===== src/rtl/cas_block_seq.sv =====
// Cassette block sequencer: feeds leader, sync, header, payload, checksum and trailer bytes to the FSK bit generator.
// Optional trailer byte is enabled by defining CAS_TRAILER_EN.
module cas_block_seq #(
  parameter int         LEADER_LEN  = 128,
  parameter logic [7:0] LEADER_BYTE = 8'h55,
  parameter logic [7:0] SYNC_BYTE   = 8'h3C,
  parameter int         GUARD       = 4
) (
  input  logic       clk,
  input  logic       reset_n,
  input  logic       blk_start,
  input  logic [7:0] blk_type,
  input  logic [7:0] blk_len,
  output logic       data_rd,
  output logic [7:0] data_addr,
  input  logic [7:0] data_in,
  output logic       gen_start,
  output logic [7:0] gen_din,
  input  logic       gen_done,
  output logic       busy,
  output logic       blk_done
);

  typedef enum logic [2:0] {
    S_IDLE, S_LOAD, S_FETCH, S_CAPT, S_KICK, S_GUARDW, S_WAIT, S_FIN
  } state_t;

  typedef enum logic [2:0] {
    P_LEADER, P_SYNC, P_TYPE, P_LEN, P_DATA, P_SUM, P_TRAIL, P_END
  } phase_t;

  localparam logic [7:0] LEAD_LAST  = 8'(LEADER_LEN - 1);
  localparam logic [7:0] GUARD_INIT = 8'(GUARD);

  state_t     state, state_nx;
  phase_t     phase, phase_nx;
  logic [7:0] type_q, len_q, csum, lead_cnt, guard_cnt;
  logic       done_m, done_s;

  // gen_done comes from another clock domain; only done_s is ever looked at
  always_ff @(posedge clk or negedge reset_n) begin
    if (!reset_n) begin
      done_m <= 1'b0;
      done_s <= 1'b0;
    end else begin
      done_m <= gen_done;
      done_s <= done_m;
    end
  end

  always_ff @(posedge clk or negedge reset_n) begin
    if (!reset_n) state <= S_IDLE;
    else          state <= state_nx;
  end

  always_comb begin
    state_nx = state;
    case (state)
      S_IDLE:   if (blk_start) state_nx = S_LOAD;
      S_LOAD: begin
        if (phase == P_END)       state_nx = S_FIN;
        else if (phase == P_DATA) state_nx = S_FETCH;
        else                      state_nx = S_KICK;
      end
      S_FETCH:  state_nx = S_CAPT;
      S_CAPT:   state_nx = S_KICK;
      S_KICK:   state_nx = S_GUARDW;
      S_GUARDW: if (guard_cnt == 8'd0) state_nx = S_WAIT;
      S_WAIT:   if (done_s) state_nx = S_LOAD;
      S_FIN:    state_nx = S_IDLE;
      default:  state_nx = S_IDLE;
    endcase
  end

  always_comb begin
    busy      = (state != S_IDLE) && (state != S_FIN);
    blk_done  = (state == S_FIN);
    gen_start = (state == S_KICK);
    data_rd   = (state == S_FETCH);
  end

  // Byte-order progression, taken when the current byte has finished
  always_comb begin
    phase_nx = phase;
    case (phase)
      P_LEADER: if (lead_cnt == LEAD_LAST) phase_nx = P_SYNC;
      P_SYNC:   phase_nx = P_TYPE;
      P_TYPE:   phase_nx = P_LEN;
      P_LEN:    phase_nx = (len_q == 8'd0) ? P_SUM : P_DATA;
      P_DATA:   if (data_addr == len_q) phase_nx = P_SUM;
`ifdef CAS_TRAILER_EN
      P_SUM:    phase_nx = P_TRAIL;
      P_TRAIL:  phase_nx = P_END;
`else
      P_SUM:    phase_nx = P_END;
`endif
      default:  phase_nx = P_END;
    endcase
  end

  // data_addr doubles as the payload index; it ends at len, one past the last read
  always_ff @(posedge clk or negedge reset_n) begin
    if (!reset_n) begin
      phase     <= P_LEADER;
      type_q    <= 8'h00;
      len_q     <= 8'h00;
      csum      <= 8'h00;
      lead_cnt  <= 8'h00;
      guard_cnt <= 8'h00;
      data_addr <= 8'h00;
      gen_din   <= 8'h00;
    end else begin
      case (state)
        S_IDLE: begin
          if (blk_start) begin
            type_q    <= blk_type;
            len_q     <= blk_len;
            csum      <= 8'h00;
            lead_cnt  <= 8'h00;
            data_addr <= 8'h00;
            phase     <= P_LEADER;
          end
        end
        S_LOAD: begin
          case (phase)
            P_LEADER: gen_din <= LEADER_BYTE;
            P_SYNC:   gen_din <= SYNC_BYTE;
            P_TYPE: begin
              gen_din <= type_q;
              csum    <= csum + type_q;
            end
            P_LEN: begin
              gen_din <= len_q;
              csum    <= csum + len_q;
            end
            P_SUM:    gen_din <= csum;
`ifdef CAS_TRAILER_EN
            P_TRAIL:  gen_din <= LEADER_BYTE;
`endif
            default:  gen_din <= gen_din;
          endcase
        end
        S_CAPT: begin
          gen_din   <= data_in;
          csum      <= csum + data_in;
          data_addr <= data_addr + 8'd1;
        end
        S_KICK:   guard_cnt <= GUARD_INIT;
        S_GUARDW: if (guard_cnt != 8'd0) guard_cnt <= guard_cnt - 8'd1;
        S_WAIT: begin
          if (done_s) begin
            phase <= phase_nx;
            if (phase == P_LEADER && lead_cnt != LEAD_LAST) lead_cnt <= lead_cnt + 8'd1;
          end
        end
        default: ;
      endcase
    end
  end

endmodule


===== config.mk =====
export PLATFORM = sky130hd
export DESIGN_NAME = cas_block_seq
export DESIGN_NICKNAME = d
export VERILOG_FILES = /design/src/rtl/cas_block_seq.sv
export SDC_FILE = /design/constraint.sdc
export NUM_CORES = 1
export LEC_CHECK = 0
export ABC_CLOCK_PERIOD_IN_PS = 4230
export BUFFER_PORTS_ARGS = -buffer_cell sky130_fd_sc_hd__buf_2
export CAP_MARGIN = 20
export CORE_MARGIN = 5
export CORE_UTILIZATION = 25
export DETAILED_ROUTE_END_ITERATION = 10
export GPL_TIMING_DRIVEN = 0
export SLEW_MARGIN = 10
export SYNTH_ARGS = -nofsm -noshare
export SYNTH_HDL_FRONTEND = slang
export SYNTH_SLANG_ARGS = --single-unit

===== constraint.sdc =====
create_clock -name clk -period 4.23 [get_ports clk]
set_clock_uncertainty 0.05 [all_clocks]
set_input_delay 0.2115 -clock clk [delete_from_list [all_inputs] [get_ports clk]]
set_output_delay 0.2115 -clock clk [all_outputs]
set_load 0.05 [all_outputs]

**Word level (Yosys, flattened, before mapping)**

Index checks and enable logic that the tools add are counted.

- Output and inout port bits: 20
- Word-level logic and storage cells: 88
- Flip-flop bits (word level): 64

- Reductions and logical operators: 21
- Equality and inequality tests: 26
- Multiplexer cells: 24
- $add $sub $neg: 6

Operator list:

| cell | number |
|---|---|
| $pmux 8 s2 | 5 |
| $pmux 8 s5 | 1 |
| $mux 8 | 4 |
| $mux 3 | 9 |
| $add 8x8->8 | 3 |
| $pmux 3 s8 | 1 |
| $pmux 8 s3 | 1 |
| $eq 3x3->1 const B | 7 |
| $add 8x1->8 const B | 2 |
| $logic_not 8->1 | 2 |
| $pmux 3 s5 | 1 |
| $eq 3x2->1 const B | 4 |
| $ne 2x2->1 const B | 5 |
| $ne 3x3->1 const B | 3 |
| $eq 8x7->1 const B | 1 |
| $eq 8x8->1 | 1 |
| $ne 8x7->1 const B | 1 |
| $reduce_and 2->1 | 4 |
| $reduce_bool 2->1 | 4 |
| $reduce_bool 8->1 | 1 |
| $sub 8x1->8 const B | 1 |
| $eq 3x1->1 const B | 2 |
| $logic_not 3->1 | 2 |
| $ne 6x2->1 const B | 1 |
| 8 further kinds | 11 |

**Depth between registers and ports, before layout**

- Depth after elaboration: 5
- Mapped depth: 15
- Gate-level depth less buffers: 12

**Worst setup path before layout**

OpenSTA, ideal clock, no wires.

- Kind: register to register
- From: register state[0]
- To: register csum[6]
- Cell stages (with the launch flop): 15
- Setup time: 0.139 ns
- Path buffers: 3
- Path slack: 1.616 ns
- Arrival: 2.425 ns
- Data required time: 4.041 ns
- Clock period less this slack: 2.614 ns
- Cell sequence: dfrtp_1 -> buf_2 -> and3b_1 -> buf_2 -> clkbuf_1 -> o21ai_0 -> ha_1 -> inv_1 -> fa_1 -> nor2b_1 -> o21ai_0 -> nand2b_1 -> a311oi_1 -> xor2_1 -> o21ai_0

- Longest elaborated chain between the ends: 3
- Elaborated cells between the ends (all ways): 8
- Those cells by class: eq/ne: 4; mux: 1; reduce/logical: 3

Ends and longest elaborated chain:

| what | line | RTL |
|---|---|---|
| from (decl) | 35 | `state_t state, state_nx;` |
| from (signal assigned) | 53 | `else state <= state_nx;` |
| $eq 3x1->1, or another cell as far along | 113 | `case (state)` |
| $ne 3x1->1 (no line), or another cell as far along | -- |  |
| $reduce_and 3->1 (no line) | -- |  |
| to (signal assigned) | 130 | `csum <= csum + type_q;` |
| to (signal assigned) | 134 | `csum <= csum + len_q;` |
| to (signal assigned) | 145 | `csum <= csum + data_in;` |
| to (decl) | 37 | `logic [7:0] type_q, len_q, csum, lead_cnt, guard_cnt;` |

Parallel ways exist; a longest one is shown, timed or not.
A chain may end at the register's enable or synchronous reset.

**Worst setup path after layout**

Ends and elaborated chain as after synthesis.

==> impl_metrics.ini <==
[finish]
nNetsFinal = 528
n_antenna_cell = 0
syn_to_final_growth_pct = 22.1
layout-drive-gt1-share = 0.187

[floorplan]
die_area_sq_um = 17500
initial_core_util = 0.256
die_w_um = 132
dieHeight_um = 132
rows = 44
core_sq_um = 14600
ios = 48

[clock_tree]
numCtsBuffers = 9
root_buffer = clkbuf_16
cts_tree = yes
clock_sinks = 64
clk_transition_reported_paths_ns = 0.06
clk_latency_ns = 0.32
clk_path_buf_depth = 2
cts_resized = 0
htree_levels = 3

[timing]
max_freq_mhz = 319
hold_viol_final = 0
fin_crit_sh = 0.741
period_needed_ns = 3.13
tns_ns = 0
worstMarginPinSlew_ns = 0.644
hold_slack_ns = 0.0280
fin_ws_ns = 1.10
grt_setup_unrepaired = no
setup_viol = 0
maxSlewHeadroom = 0.568
maxSlewViolCount = 0

[status]
outcome = finished, final reports clean

[worst_setup_path]
cp.arrival_ns = 3.25
crit_top_cell = o21ai_0
cp_slowest_cell = clkbuf_1
endpoint_kind = flip-flop
r2r_end = csum[6]
critical_path_class = flip-flop to flip-flop
r2r_cells = 14
worstPathCellList = buf_2, and3b_1, buf_2, clkbuf_1, o21ai_0, ha_1, inv_1, fa_1, nor2b_1, o21ai_0, nand2b_1, a311oi_1, xor2_1, o21ai_0
r2r_slack_ns = 1.10
startpoint_type = flip-flop
reg2reg_from = state[0]
slowest_delay_ns = 0.39
crit_required_ns = 4.35
path_max_fanout = 10

[pwr]
p_int_uw = 1930
ir_drop_mv = 0.340
p_leak_uw = 0.00208
clkPwrFrac = 0.226
p_per_area_nw_per_um2 = 762
switching_share = 0.446
comb_power_share = 0.458
power_frac_seq = 0.316
switching_power_uw = 1560

[logic_synthesis]
synth_top_cells_by_area = dfrtp_1, nand2_1, o21ai_0, ha_1, xnor2_1
synth_top_area_cell = dfrtp_1
yosys.area.top_type_share = 0.427
yosysWarnings = 0
synth_seq_cells = 64
synth_nets = 467
ys_types = 53
async_flop_share = 1.00
ys.flop_type = dfrtp_1
seq_area_frac_synth = 0.427
avgSynthCellArea_sq_um = 8.78
syn-cell-area_sq_um = 3750
syn_inst = 427
synth-edff-count = 0

[detailed_routing]
firstDrtPassIters = 4
wl_per_cell_um = 15.2
ant_nets = 0
drc = 0
totalWireLength_um = 10300
drt_iter0_markers = 158
vias = 3351
vias_per_cell = 4.95

[global_route]
grt_max_degree = 65
grt_pass1_wl_um = 17100
first_global_vias = 3406
antenna_found_initial = 0
grt-ovfl-total = 0
gr-usage-all-layers = 0.118

[placed_design]
dpl.hpwl_um = 7760
port_buffers = 47
place_congestion = 0.824
place_worst_setup_slack_ns = 1.11

[min_path]
worstHoldStart = blk_type[6]
hp-class = input pin to flip-flop
hold_depth = 3
worstHoldEndpoint = type_q[6]

[job]
drv_cap = 0
-- area by class of cell --
class / count / area, sq um
flip-flops and latches: 64 / 1600
inverters: 13 / 48.8
multi-input cells: 330 / 2000
plain buffers: 20 / 100
well taps: 184 / 230
fillers: 1546 / 10100
clock inverters: 5 / 81.3
repair buffers: 50 / 285
clock buffers: 11 / 233
-- Yosys cell counts, drive strengths merged, types with 5 or more instances --
| cell | n |
|---|---|
| nand2 | 81 |
| dfrtp | 64 |
| o21ai | 60 |
| nor2 | 31 |
| a21oi | 17 |
| xnor2 | 15 |
| buf | 14 |
| inv | 13 |
| ha | 11 |
| nor3 | 9 |
| mux2i | 7 |
| nand4 | 7 |
| nor2b | 7 |
| and3 | 6 |
| clkbuf | 6 |
| mux2 | 6 |
| nand2b | 6 |
| nand3 | 6 |
| o31ai | 5 |
-- power by group through the flow --
stage	clock (uW)	sequential, uW	combinational (uW)
3_3_place_gp	0	1090	1550
3_5_place_dp	0	1110	1600
4_1_cts	803	1100	1610
5_1_grt	827	1130	1760
6_report	788	1100	1600
2_1_floorplan	0	1240	1020
-- repair_timing --
action | CTS | global route
buffers inserted | 0 | 0
hold buffers | 2 | 0
hold endpoints to repair | 65 | 0
-- through the flow --
stage	total power, uW	instances	instance area (sq um)	util
floorplan	2260	427	3750	-
global placement	2640	658	4210	0.288
detailed placement	2700	659	4240	0.290
CTS	3510	677	4580	0.313
global route	3720	677	4580	0.313
finish	3490	677	4580	0.313
-- critical path, delay by kind of cell, from the launching register on --
kind	cells	cell delay, ns
AOI/OAI and AO/OA	4	0.71
xor gates and xnor gates	1	0.16
adders and majority gates	2	0.46
buffers and inverters	4	0.91
DFF	1	0.31
and+or+nand+nor	3	0.37
-- logic make-up (layout without fill, tap and decap cells) --
kind of cell,count (synthesis),count (layout),synth area share
mux,13,13,0.0367
simple gates,166,166,0.213
xor+xnor,19,19,0.0444
buf+inv,33,99,0.0397
fa+ha+maj,12,12,0.0421
compound gates,120,120,0.197
flops,64,64,0.427
-- cells in the final DEF (no fill, tap or decap), drive strengths merged, types with 9 or more instances in the layout --
master and instances:
a21oi 17, buf 62, clkbuf 17, dfrtp 64, ha 11, inv 13
nand2 81, nor2 31, nor3 9, o21ai 60, xnor2 15
-- state kept, by name, indices dropped and copies added (netlist names) --
signal	cells
done_m	1
gen_din	8
done_s	1
type_q	8
lead_cnt	8
phase	3
data_addr	8
state	3
len_q	8
csum	8
guard_cnt	8
-- per-layer routing --
layer	global-route usage	wire, um
met1	0.152	4740
met2	0.193	4910
met3	0.0258	457
met4	0.0421	174
met5	0	0
-- worst max path at each step --
stage,cells past startpoint,start,end,slack [ns]
final,14,state[0],csum[6],1.10
after global routing,14,state[0],csum[6],0.77
after CTS,14,state[0],csum[6],1.08
after detailed placement,14,state[0],csum[6],1.11
after global placement,14,state[0],csum[6],1.12
after floorplan,14,state[0],csum[6],1.62
Note: power is estimated with default switching activity, not from simulation.
